==> src/rtl/jt7759_pkg.sv <==
// Shared definitions for the jt7759 ADPCM ROM line cache: FSM states,
// default geometry and the line-address type.
package jt7759_pkg;

  localparam int unsigned JT7759_AW = 17;
  localparam int unsigned JT7759_LW = 2;

  typedef enum logic [1:0] {
    ST_IDLE     = 2'd0,
    ST_FETCH    = 2'd1,
    ST_PREFETCH = 2'd2
  } state_t;

  typedef logic [JT7759_AW-JT7759_LW-1:0] line_addr_t;

endpackage

==> src/rtl/jt7759_romcache_slot.sv <==
// One cache line slot: line data, tag and valid bit, with lookup against the
// current line and the next sequential line, plus byte selection.
module jt7759_romcache_slot
  import jt7759_pkg::*;
#(
  parameter int unsigned AW = JT7759_AW,
  parameter int unsigned LW = JT7759_LW
) (
  input  logic                 clk,
  input  logic                 rstn,
  input  logic                 i_clr,
  input  logic                 i_wr,
  input  logic [AW-LW-1:0]     i_wr_tag,
  input  logic [(8<<LW)-1:0]   i_wr_data,
  input  logic [AW-LW-1:0]     i_tag,
  input  logic [AW-LW-1:0]     i_tag_nxt,
  input  logic [LW-1:0]        i_sel,
  output logic                 o_hit,
  output logic                 o_hit_nxt,
  output logic [7:0]           o_byte
);

  logic                 r_valid;
  logic [AW-LW-1:0]     r_tag;
  logic [(8<<LW)-1:0]   r_data;

  // Invalidation takes priority over a fill landing in the same cycle.
  always_ff @(posedge clk or negedge rstn) begin
    if (!rstn) begin
      r_valid <= 1'b0;
    end else if (i_clr) begin
      r_valid <= 1'b0;
    end else if (i_wr) begin
      r_valid <= 1'b1;
    end
  end

  always_ff @(posedge clk) begin
    if (i_wr) begin
      r_tag  <= i_wr_tag;
      r_data <= i_wr_data;
    end
  end

  assign o_hit     = r_valid && (r_tag == i_tag);
  assign o_hit_nxt = r_valid && (r_tag == i_tag_nxt);
  assign o_byte    = r_data[{i_sel, 3'b000} +: 8];

endmodule

==> src/rtl/jt7759_romcache.sv <==
// Two-line read cache between the jt7759 ADPCM engine and an SDRAM arbiter,
// with demand fetch on miss and sequential prefetch of the following line.
module jt7759_romcache
  import jt7759_pkg::*;
#(
  parameter int unsigned AW = JT7759_AW,
  parameter int unsigned LW = JT7759_LW
) (
  input  logic                 clk,
  input  logic                 rstn,
  input  logic                 flush,
  input  logic                 rom_cs,
  input  logic [AW-1:0]        rom_addr,
  output logic [7:0]           rom_data,
  output logic                 rom_ok,
  output logic                 mem_req,
  output logic [AW-LW-1:0]     mem_addr,
  input  logic [(8<<LW)-1:0]   mem_data,
  input  logic                 mem_ack
);

  localparam int unsigned TW = AW - LW;

  state_t          r_state;
  state_t          w_state_nxt;
  logic            r_mem_req;
  logic [TW-1:0]   r_mem_addr;
  logic            r_tgt;
  logic            r_discard;
  logic            r_last_slot;
  logic            r_prev_hit;
  logic [AW-1:0]   r_prev_addr;
  logic [7:0]      r_rom_data;

  logic [TW-1:0]   w_line;
  logic [TW-1:0]   w_line_nxt;
  logic [1:0]      w_slot_hit;
  logic [1:0]      w_slot_hit_nxt;
  logic [1:0]      w_slot_wr;
  logic [7:0]      w_byte [2];
  logic            w_hit;
  logic            w_miss;
  logic            w_hit_slot;
  logic            w_fill;
  logic            w_start;
  logic [TW-1:0]   w_start_addr;
  logic            w_start_tgt;

  assign w_line     = rom_addr[AW-1:LW];
  assign w_line_nxt = w_line + TW'(1);

  for (genvar g = 0; g < 2; g++) begin : g_slot
    jt7759_romcache_slot #(
      .AW (AW),
      .LW (LW)
    ) u_slot (
      .clk       (clk),
      .rstn      (rstn),
      .i_clr     (flush),
      .i_wr      (w_slot_wr[g]),
      .i_wr_tag  (r_mem_addr),
      .i_wr_data (mem_data),
      .i_tag     (w_line),
      .i_tag_nxt (w_line_nxt),
      .i_sel     (rom_addr[LW-1:0]),
      .o_hit     (w_slot_hit[g]),
      .o_hit_nxt (w_slot_hit_nxt[g]),
      .o_byte    (w_byte[g])
    );
  end

  // A flush cycle never counts as a hit, so stale data cannot raise rom_ok.
  assign w_hit      = rom_cs && !flush && (w_slot_hit != 2'b00);
  assign w_miss     = rom_cs && !flush && (w_slot_hit == 2'b00);
  assign w_hit_slot = w_slot_hit[0] ? 1'b0 : 1'b1;
  assign w_fill     = r_mem_req && mem_ack && !flush && !r_discard;
  assign w_slot_wr  = w_fill ? (r_tgt ? 2'b10 : 2'b01) : 2'b00;

  always_comb begin
    w_state_nxt  = r_state;
    w_start      = 1'b0;
    w_start_addr = w_line;
    w_start_tgt  = !r_last_slot;
    case (r_state)
      ST_IDLE: begin
        if (w_miss) begin
          w_state_nxt = ST_FETCH;
          w_start     = 1'b1;
        end else if (w_hit && (w_slot_hit_nxt == 2'b00)) begin
          w_state_nxt  = ST_PREFETCH;
          w_start      = 1'b1;
          w_start_addr = w_line_nxt;
          w_start_tgt  = !w_hit_slot;
        end else begin
          w_state_nxt = ST_IDLE;
        end
      end
      ST_FETCH, ST_PREFETCH: begin
        if (mem_ack) begin
          w_state_nxt = ST_IDLE;
        end else begin
          w_state_nxt = r_state;
        end
      end
      default: begin
        w_state_nxt = ST_IDLE;
      end
    endcase
  end

  always_ff @(posedge clk or negedge rstn) begin
    if (!rstn) begin
      r_state <= ST_IDLE;
    end else begin
      r_state <= w_state_nxt;
    end
  end

  // A flush seen while a request is outstanding poisons that fill.
  always_ff @(posedge clk or negedge rstn) begin
    if (!rstn) begin
      r_mem_req  <= 1'b0;
      r_mem_addr <= {TW{1'b0}};
      r_tgt      <= 1'b0;
      r_discard  <= 1'b0;
    end else begin
      r_mem_req <= (w_state_nxt != ST_IDLE);
      if (w_start) begin
        r_mem_addr <= w_start_addr;
        r_tgt      <= w_start_tgt;
      end
      if (w_start || (r_mem_req && mem_ack)) begin
        r_discard <= 1'b0;
      end else if (flush && r_mem_req) begin
        r_discard <= 1'b1;
      end
    end
  end

  always_ff @(posedge clk or negedge rstn) begin
    if (!rstn) begin
      r_prev_hit  <= 1'b0;
      r_prev_addr <= {AW{1'b0}};
      r_last_slot <= 1'b0;
      r_rom_data  <= 8'h00;
    end else begin
      r_prev_hit  <= w_hit;
      r_prev_addr <= rom_addr;
      if (w_hit) begin
        r_last_slot <= w_hit_slot;
        r_rom_data  <= w_byte[w_hit_slot];
      end
    end
  end

  assign rom_ok   = rom_cs && !flush && r_prev_hit && (rom_addr == r_prev_addr);
  assign rom_data = r_rom_data;
  assign mem_req  = r_mem_req;
  assign mem_addr = r_mem_addr;

endmodule

==> config.mk <==
export PLATFORM = sky130hd
export DESIGN_NAME = jt7759_romcache
export DESIGN_NICKNAME = d
export VERILOG_FILES = /design/src/rtl/jt7759_pkg.sv /design/src/rtl/jt7759_romcache_slot.sv /design/src/rtl/jt7759_romcache.sv
export SDC_FILE = /design/constraint.sdc
export NUM_CORES = 1
export LEC_CHECK = 0
export BUFFER_PORTS_ARGS = -buffer_cell sky130_fd_sc_hd__buf_2
export CAP_MARGIN = 10
export CORE_MARGIN = 1
export CORE_UTILIZATION = 58
export CTS_BUF_LIST = sky130_fd_sc_hd__clkbuf_16
export DETAILED_ROUTE_END_ITERATION = 10
export PLACE_DENSITY = 0.86
export SLEW_MARGIN = 20
export SYNTH_ARGS = -nofsm -noshare
export SYNTH_HDL_FRONTEND = slang
export SYNTH_SLANG_ARGS = --single-unit
==> constraint.sdc <==
create_clock -name clk -period 8.7 [get_ports clk]
set_clock_uncertainty 0.2 [all_clocks]
set_input_delay 1.74 -clock clk [delete_from_list [all_inputs] [get_ports clk]]
set_output_delay 1.74 -clock clk [all_outputs]
set_load 0.01 [all_outputs]
==> results.json, run 1 <==
{
  "hp-class": "register to register",
  "antenna_cells": 0,
  "cts_setup_buffers": 0,
  "dpl-instance-area_um2": 7051,
  "grt-ovfl-total": 0,
  "layout_min_cycle_time_ns": 5.004,
  "cts_tree": "built",
  "grt.total_usage": 0.2772,
  "hold_end": "rom_data[5]",
  "crit_path_end_kind": "output port",
  "slew_violations": 0,
  "cp_max_fo": 17,
  "final_area_um2": 7580,
  "synth_edf_count": 94,
  "ios": 79,
  "hold-path-cell-count": 2,
  "routed_via_density": 6.117,
  "cp-start-kind": "input port",
  "crit_required_ns": 6.76,
  "cts_root_buf": "clkbuf_16",
  "core.rowCount": 38,
  "clockBufferDepth": 2,
  "cellPowerDensity_nw_per_um2": 206.3,
  "syn_to_final_growth_pct": 15.52,
  "r2r_setup_slack_ns": 5.53,
  "postSynthCellCount": 484,
  "antenna_found_initial": 0,
  "setup-violations-final": 0,
  "die_width_um": 108.4,
  "drive_gt1_frac": 0.2522,
  "yosysUniqueCellTypes": 60,
  "cts_buffers": 17,
  "start_util": 0.6000,
  "path_class": "input port to output port",
  "synth_area_um2": 6561,
  "rsz0062_at_grt": "false",
  "grt_max_degree": 50,
  "n_fill_cell": 786,
  "antenna_left": 0,
  "wirelength_um": 14930,
  "fp.dieH_um": 108.4,
  "yosysMostFrequentCell": "edfxtp_1",
  "status": "complete, no violations",
  "synth_common_cells": "edfxtp_1 (94), dfrtp_1 (49), xor2_1 (37)",
  "syn_nets": 541,
  "met2_length_um": 7440,
  "fin_crit_sh": 0.5752,
  "fin_tns_setup_ns": 0,
  "holdCritStartpoint": "rom_data[5]",
  "hpwl_um": 10190,
  "clk_pin_slew_ns": 0.06,
  "finalNetCount": 615,
  "route.met3.wl_um": 1005,
  "synth_seq_cells": 143,
  "num_vias": 4349,
  "gp_congestion": 0.9355,
  "startpoint": "rom_addr[10]",
  "synthArstFlopShare": 0.3427,
  "leakage_uw": 0.002908,
  "p_total_uw": 1564,
  "top_layer": "met4",
  "grt_pass1_wl_um": 23230,
  "r2r_start": "g_slot[0].u_slot.r_tag[5]",
  "routedWlPerCell_um": 20.99,
  "yosys.area.top_type": "edfxtp_1",
  "synthTopCellsByArea": "edfxtp_1 (43%), dfrtp_1 (19%), mux4_2 (5.5%), xor2_1 (4.9%), xnor2_1 (3.6%)",
  "synth_seq_area_share": 0.6171,
  "syn_area_per_cell_um2": 13.56,
  "grt_pass1_vias": 4410,
  "route.detailed.drc": 0,
  "ys.flop_type": "edfxtp_1",
  "arrival_ns": 3.06,
  "peakVddDrop_uv": 193.1,
  "rr_endpoint": "rom_data[7]",
  "first_pass_iters": 5,
  "cts_sinks": 143,
  "maxSlewHeadroom": 0.3829,
  "dieArea_um2": 11740,
  "htreeDepth": 4,
  "reg2regPathDepth": 7,
  "fmax_ghz": 0.1998,
  "drt_iter0_drc": 299,
  "cap_violations": 0,
  "ys_warn_count": 0,
  "met1Wirelength_um": 5966,
  "cts_resized": 0,
  "core_area_um2": 10940,
  "worst_pin_slew_ns": 0.9257,
  "hold_viol_final": 0,
  "io_buffers": 78,
  "hold_buffers": 0,
  "synth_top_area_share": 0.4302,
  "worstSkewPairLatency_ns": 0.43
}
## per-stage QoR
step           hold WS, ns  setup WS (ns)  instances  utilization
6_report            0.2816          3.696        711       0.6931
5_1_grt             0.3156          3.578        711       0.6931
4_1_cts             0.2882          3.702        711       0.6928
3_5_place_dp        0.2784          3.628        679       0.6447
3_3_place_gp        0.2604          3.672        679       0.6429
2_1_floorplan       0.2670          1.123        484            -
## logic make-up (layout without fill, tap and decap cells)
family          after synthesis  in the layout  share of synthesized area
fa+ha+maj                     3              3                   0.005721
flops                       143            143                     0.6171
compound gates               69             69                    0.07494
xor+xnor                     64             64                    0.08543
simple gates                141            141                     0.1207
buf+inv                      39            126                    0.02746
mux                          25             25                    0.06865
## power by group
| group | switching (uW) | internal, uW | total [uW] |
|---|---|---|---|
| Clock | 283 | 363 | 645 |
| Sequential | 22.5 | 758 | 780 |
| Combinational | 82.0 | 56.3 | 138 |
## state kept, by name, indices dropped and copies added (netlist names), 2 cells and up
signal                 cells
g_slot.u_slot.r_data      64
g_slot.u_slot.r_tag       30
r_prev_addr               17
mem_addr                  15
rom_data                   8
g_slot.u_slot.r_valid      2
r_state                    2
## placed cells by master, fill, tap and decap left out, types with 13 or more instances in the layout
cell | Yosys | layout
xor2_1 | 37 | 37
mux4_2 | 16 | 16
inv_1 | 13 | 17
nand2_1 | 26 | 26
xnor2_1 | 27 | 27
dfrtp_1 | 49 | 49
buf_2 | 11 | 77
a21oi_1 | 13 | 13
nand3_1 | 13 | 13
nor2_1 | 24 | 24
edfxtp_1 | 94 | 94
clkbuf_16 | 0 | 17
o21ai_0 | 15 | 15
## layout make-up
class	instances	area (um2)	share of cell area
inverter	13	48.80	0.006438
clock inverter	15	100.1	0.01321
sequential	143	4049	0.5342
multi-input combinational	302	2366	0.3121
timing repair buffer	81	415.4	0.05480
clock buffer	17	425.4	0.05612
tap	140	175.2	0.02311
## how the worst max path moves through the flow
stage,endpoint,slack [ns],cells after the start
2_1_floorplan,g_slot[1].u_slot.r_data[0],1.12,2
3_3_place_gp,rom_ok,3.67,6
3_5_place_dp,mem_addr[14],3.63,10
4_1_cts,rom_ok,3.70,6
5_1_grt,rom_ok,3.58,6
6_report,rom_ok,3.70,6
## worst max-delay path, cell delays in order
cell     delay (ns)
buf_2          0.31
xor2_1         0.11
nor4_1         0.32
nand4_1        0.22
nor4_1         0.19
buf_2          0.17
## routing by layer
layer	global-route usage	vias up
li1	-	1975
met1	0.3408	2134
met2	0.4636	203
met3	0.06510	37
met4	0.1332	0
met5	0	-
Note: power is estimated with default switching activity, not from simulation.
==> inputs of run 2 (changes only) <==
Clock period 8.7 ns to 4.9 ns, I/O delays scaled along.
==> run 2 against run 1 <==
  * Critical path depth up 5
  * Highest routed layer unchanged
  * First-iteration DRC count is 20% higher
  * Count of clock-buffer cells in the layout unchanged
  * Core utilization increased by 1.0 points
  * Setup slack worse by 2.7 ns
  * Wire length up 8.3%
  * Sequential cell count is the same
  * Sequential share of layout area fell by 0.79 points
  * Clock power grew 98%
  * Design area increased by 1.5%
  * Total power increased by 86%
==> results.json, run 2 (synthesis results as in run 1) <==
{
  "fin_crit_sh": 0.7985,
  "clockPowerShare": 0.439,
  "core_area_um2": 10940,
  "die_width_um": 108.4,
  "internal_power_uw": 2172,
  "final_common_cell": "edfxtp_1",
  "hp-class": "register to register",
  "n_fill_cell": 742,
  "largest_register_ff_count": 64,
  "final_util": 0.7035,
  "grt-busiest-layer": "met2",
  "clockBufferDepth": 2,
  "grt_pass1_vias": 4723,
  "fp.dieH_um": 108.4,
  "cts_buffers": 17,
  "use_met2": 0.5109,
  "grt.total_usage": 0.2969,
  "core.rowCount": 38,
  "maxSlewHeadroom": 0.3664,
  "worst_pin_slew_ns": 0.9504,
  "start_util": 0.6000,
  "fmax_ghz": 0.2556,
  "top_register": "g_slot.u_slot.r_data",
  "hold_end": "rom_data[1]",
  "route.detailed.drc": 0,
  "grt-ovfl-total": 0,
  "first_pass_iters": 5,
  "hpwl_um": 11120,
  "r2r_start": "g_slot[0].u_slot.r_tag[5]",
  "crit_required_ns": 5.00,
  "antenna_left": 0,
  "drive_gt1_frac": 0.2664,
  "cts_sinks": 143,
  "cts_resized": 0,
  "grt_pass1_wl_um": 24870,
  "fin_tns_setup_ns": 0,
  "setup-violations-final": 0,
  "grt_max_degree": 50,
  "crit_path_end_kind": "register",
  "seqPwrFrac": 0.475,
  "reg_top3": "g_slot.u_slot.r_data: 64 flops, g_slot.u_slot.r_tag: 30 flops, r_prev_addr: 17 flops",
  "layout_min_cycle_time_ns": 3.912,
  "htreeDepth": 4,
  "p_switching_uw": 744.1,
  "wirelength_um": 16160,
  "clk_pin_slew_ns": 0.06,
  "worstSkewPairLatency_ns": 0.43,
  "gp_congestion": 0.9177,
  "comb_power_share": 0.086,
  "rsz0062_at_grt": "false",
  "routedWlPerCell_um": 22.51,
  "path_class": "input port to register",
  "final_cell_mix": "edfxtp_1 (94), buf_2 (78), dfrtp_1 (49)",
  "slew_violations": 0,
  "io_buffers": 78,
  "cts_setup_buffers": 0,
  "status": "complete, no violations",
  "cts_root_buf": "clkbuf_16",
  "cp_max_fo": 11,
  "hold_buffers": 0,
  "use_met3": 0.07595,
  "num_vias": 4478,
  "cellPowerDensity_nw_per_um2": 379.1,
  "finalNetCount": 622,
  "dieArea_um2": 11740,
  "swShare": 0.2551,
  "reg2regPathDepth": 7,
  "cts_tree": "built",
  "global_route.usage.met1": 0.3567,
  "antenna_found_initial": 0,
  "leakage_uw": 0.002966,
  "holdCritStartpoint": "rom_data[1]",
  "antenna_cells": 0,
  "cp-start-kind": "input port",
  "routed_via_density": 6.237,
  "r2r_setup_slack_ns": 1.66,
  "cap_violations": 0,
  "arrival_ns": 4.01,
  "hold_viol_final": 0,
  "peakVddDrop_uv": 277.1,
  "drt_iter0_drc": 360,
  "syn_to_final_growth_pct": 17.26,
  "hold-path-cell-count": 2,
  "rr_endpoint": "rom_data[6]",
  "ios": 79
}
==> run 2: changes by cell type in the layout (fill, tap and decap cells not counted) <==
cell | previous run | this run
buf_2 | 77 | 78
buf_4 | 4 | 10
bufinv_16 | 0 | 1
clkinv_2 | 2 | 1
clkinv_8 | 0 | 1
clkinvlp_4 | 3 | 1
inv_1 | 17 | 13
inv_8 | 0 | 5
o21ai_1 | 0 | 1
o21ai_2 | 1 | 0
==> run 2: layout make-up <==
cell class / count / area, um2 / share of cell area
Clock inverter: 15 / 167.7 / 0.02179
Inverter: 13 / 48.80 / 0.006342
Timing Repair Buffer: 88 / 465.4 / 0.06050
Clock buffer: 17 / 425.4 / 0.05529
Sequential cell: 143 / 4049 / 0.5263
Multi-Input combinational cell: 302 / 2362 / 0.3070
Tap cell: 140 / 175.2 / 0.02277
==> run 2: power by group through the flow <==
stage,Clock [uW],Combinational (uW),Sequential [uW]
after global routing,1340,273,1390
after detailed placement,0,249,1410
after global placement,0,241,1410
final,1280,252,1380
after CTS,1290,252,1380
after floorplan,0,140,1410
==> run 2: worst max path at each step <==
stage / startpoint / to / slack, ns / cells past startpoint
CTS: rom_addr[3] / mem_req / 1.02 / 11
finish: rom_addr[3] / mem_req / 0.99 / 11
global placement: rom_addr[3] / mem_req / 0.76 / 11
global route: rom_addr[3] / mem_req / 0.84 / 11
floorplan: mem_ack / g_slot[1].u_slot.r_data[0] / 0.45 / 2
detailed placement: rom_addr[3] / mem_req / 0.59 / 11
==> run 2: layer usage <==
metal,vias to the layer above,routed length (um)
li1,1985,-
met1,2235,6091
met2,212,8290
met3,46,1287
met4,0,489
met5,-,0
==> run 2: per-stage QoR <==
stage          hold WS, ns  total power, uW  setup WS [ns]  std cells  cell area, um2
2_1_floorplan       0.2670             1546         0.4514        484            6574
3_3_place_gp        0.2587             1647         0.7552        686            7101
3_5_place_dp        0.2701             1658         0.5863        686            7101
4_1_cts             0.2836             2926          1.020        718            7694
5_1_grt             0.3136             3000         0.8425        718            7694
6_report            0.2805             2916         0.9876        718            7694
==> run 2: worst max-delay path, stage by stage <==
cell and delay [ns]:
buf_2 0.23, ha_1 0.34, nand3_1 0.27, o21a_1 0.27
a2111oi_2 0.34, o2111ai_1 0.17, nor4_2 0.45, a211o_1 0.35
buf_4 0.21, a21oi_1 0.10, or2_2 0.29
==> inputs of run 3 (changes only) <==
Settings changed: CORE_UTILIZATION 58 to 52, PLACE_DENSITY 0.86 to 0.81.
Clock period 4.9 ns to 3.2 ns, I/O delays scaled along.
==> run 3 against run 2 <==
  * Design area rose by 5.1%
  * Sequential share of layout area fell by 2.6 points
  * Core utilization fell by 3.9 points
  * Sequential power rose by 54%
  * Cell count rose by 11%
  * Die area rose by 11%
  * Hold slack got worse by 0.15 ns
  * Via count rose by 3.1%
  * Wire length fell by 3.1%
  * Count of clock-buffer cells in the layout did not move
  * Largest power group unchanged
==> results.json, run 3 (synthesis results as in run 1) <==
{
  "drive_gt1_frac": 0.3249,
  "largest_register_ff_count": 64,
  "internal_power_uw": 3247,
  "grt-ovfl-total": 0,
  "preCtsSetupSlack_ns": -0.05925,
  "cts_sinks": 143,
  "antenna_found_initial": 0,
  "num_vias": 4617,
  "clockPowerShare": 0.412,
  "p_switching_uw": 1074,
  "core.rowCount": 40,
  "start_util": 0.5395,
  "slowest_stage": "nor4_1",
  "n_fill_cell": 868,
  "crit_path_end_kind": "output port",
  "antenna_left": 0,
  "syn_to_final_growth_pct": 23.26,
  "cts_tree": "built",
  "dieArea_um2": 13070,
  "met2_length_um": 7828,
  "htreeDepth": 4,
  "routed_via_density": 5.778,
  "grt_pass1_wl_um": 24680,
  "finalNetCount": 676,
  "cts_setup_buffers": 0,
  "fin_crit_sh": 0.9115,
  "gp_congestion": 0.9568,
  "grt_max_degree": 50,
  "route.detailed.drc": 0,
  "rsz0062_at_grt": "false",
  "maxSlewHeadroom": 0.5398,
  "met1Wirelength_um": 6302,
  "worst-path-buf-inv": 3,
  "hold_viol_final": 0,
  "peakVddDrop_uv": 488.9,
  "cap_violations": 0,
  "worst_pin_slew_ns": 0.6903,
  "status": "complete, no violations",
  "route.met3.wl_um": 1028,
  "swShare": 0.2485,
  "cts_resized": 0,
  "crit_family": "simple AND/OR/NAND/NOR gates",
  "io_buffers": 78,
  "final_cell_mix": "edfxtp_1 (94), buf_2 (78), buf_4 (63)",
  "cts_root_buf": "clkbuf_16",
  "top_register": "g_slot.u_slot.r_data",
  "cellPowerDensity_nw_per_um2": 534.2,
  "clockBufferDepth": 2,
  "crit_required_ns": 2.36,
  "die_width_um": 114.3,
  "reg_top3": "g_slot.u_slot.r_data: 64 flops, g_slot.u_slot.r_tag: 30 flops, r_prev_addr: 17 flops",
  "critical_path.cell_chain": "buf_2 > buf_4 > xor2_1 > nor4_1 > nand4_1 > nor4_1 > buf_2",
  "antenna_cells": 0,
  "fp.dieH_um": 114.3,
  "top_layer": "met4",
  "final_common_cell": "edfxtp_1",
  "slew_violations": 0,
  "worst_slack_ns": 0.2832,
  "hold_buffers": 0,
  "final_util": 0.6650,
  "cp_max_fo": 8,
  "wirelength_um": 15650,
  "path_class": "input port to output port",
  "drt_iter0_drc": 450,
  "grt.total_usage": 0.2611,
  "cp-start-kind": "input port",
  "ios": 79,
  "worstSkewPairLatency_ns": 0.42,
  "cts_buffers": 17,
  "slowest_delay_ns": 0.33,
  "grt_pass1_vias": 4694,
  "first_pass_iters": 6,
  "comb_power_share": 0.097,
  "seqPwrFrac": 0.490,
  "holdWs_ns": 0.1286,
  "arrival_ns": 2.08,
  "clk_pin_slew_ns": 0.07,
  "multiInputGateArea_um2": 2362,
  "leakage_uw": 0.003196,
  "fmax_ghz": 0.3428,
  "seqCellArea_um2": 4049,
  "hpwl_um": 11200,
  "hp-class": "input port to asynchronous set/reset pin",
  "core_area_um2": 12160,
  "routedWlPerCell_um": 19.59,
  "layout_min_cycle_time_ns": 2.917,
  "setup-violations-final": 0
}
run 3: worst paths after layout:
kind                            slack [ns]                        from  depth (start not counted)                          to
worst max-delay path                  0.28                 rom_addr[7]                          7                      rom_ok
worst min-delay path                  0.13                        rstn                          2              r_prev_addr[6]
worst max register to register        0.31  g_slot[1].u_slot.r_tag[12]                          8                 mem_addr[4]
worst min register to register        0.29                 rom_data[0]                          2                 rom_data[0]
max in group asynchronous             2.23                        rstn                          2                 mem_addr[1]
min in group clk                      0.20                 mem_data[3]                          1  g_slot[0].u_slot.r_data[3]
run 3: power groups by stage:
stage / Sequential (uW) / Clock (uW) / Combinational [uW]
floorplan: 2150 / 0 / 215
global placement: 2150 / 0 / 408
detailed placement: 2160 / 0 / 418
CTS: 2120 / 1810 / 422
global route: 2120 / 1870 / 459
finish: 2120 / 1780 / 420
run 3: stage by stage:
stage	setup TNS [ns]	cell area, um2	total power (uW)	instances
2_1_floorplan	0	6591	2370	484
3_3_place_gp	-0.05299	7553	2559	768
3_5_place_dp	-0.2561	7553	2574	768
4_1_cts	0	8088	4354	799
5_1_grt	0	8088	4458	799
6_report	0	8088	4320	799
run 3: area by class of cell:
class / count / share of cell area
Timing Repair Buffer: 142 / 0.1092
Multi-Input combinational cell: 302 / 0.2921
Clock buffer: 17 / 0.05260
Inverter: 13 / 0.006033
Tap cell: 168 / 0.02599
Sequential cell: 143 / 0.5006
Clock inverter: 14 / 0.01346
run 3: layer usage:
layer | vias up | GRT usage
met5 | - | 0
met3 | 43 | 0.05770
li1 | 2091 | -
met1 | 2279 | 0.3296
met4 | 0 | 0.1333
met2 | 204 | 0.4267
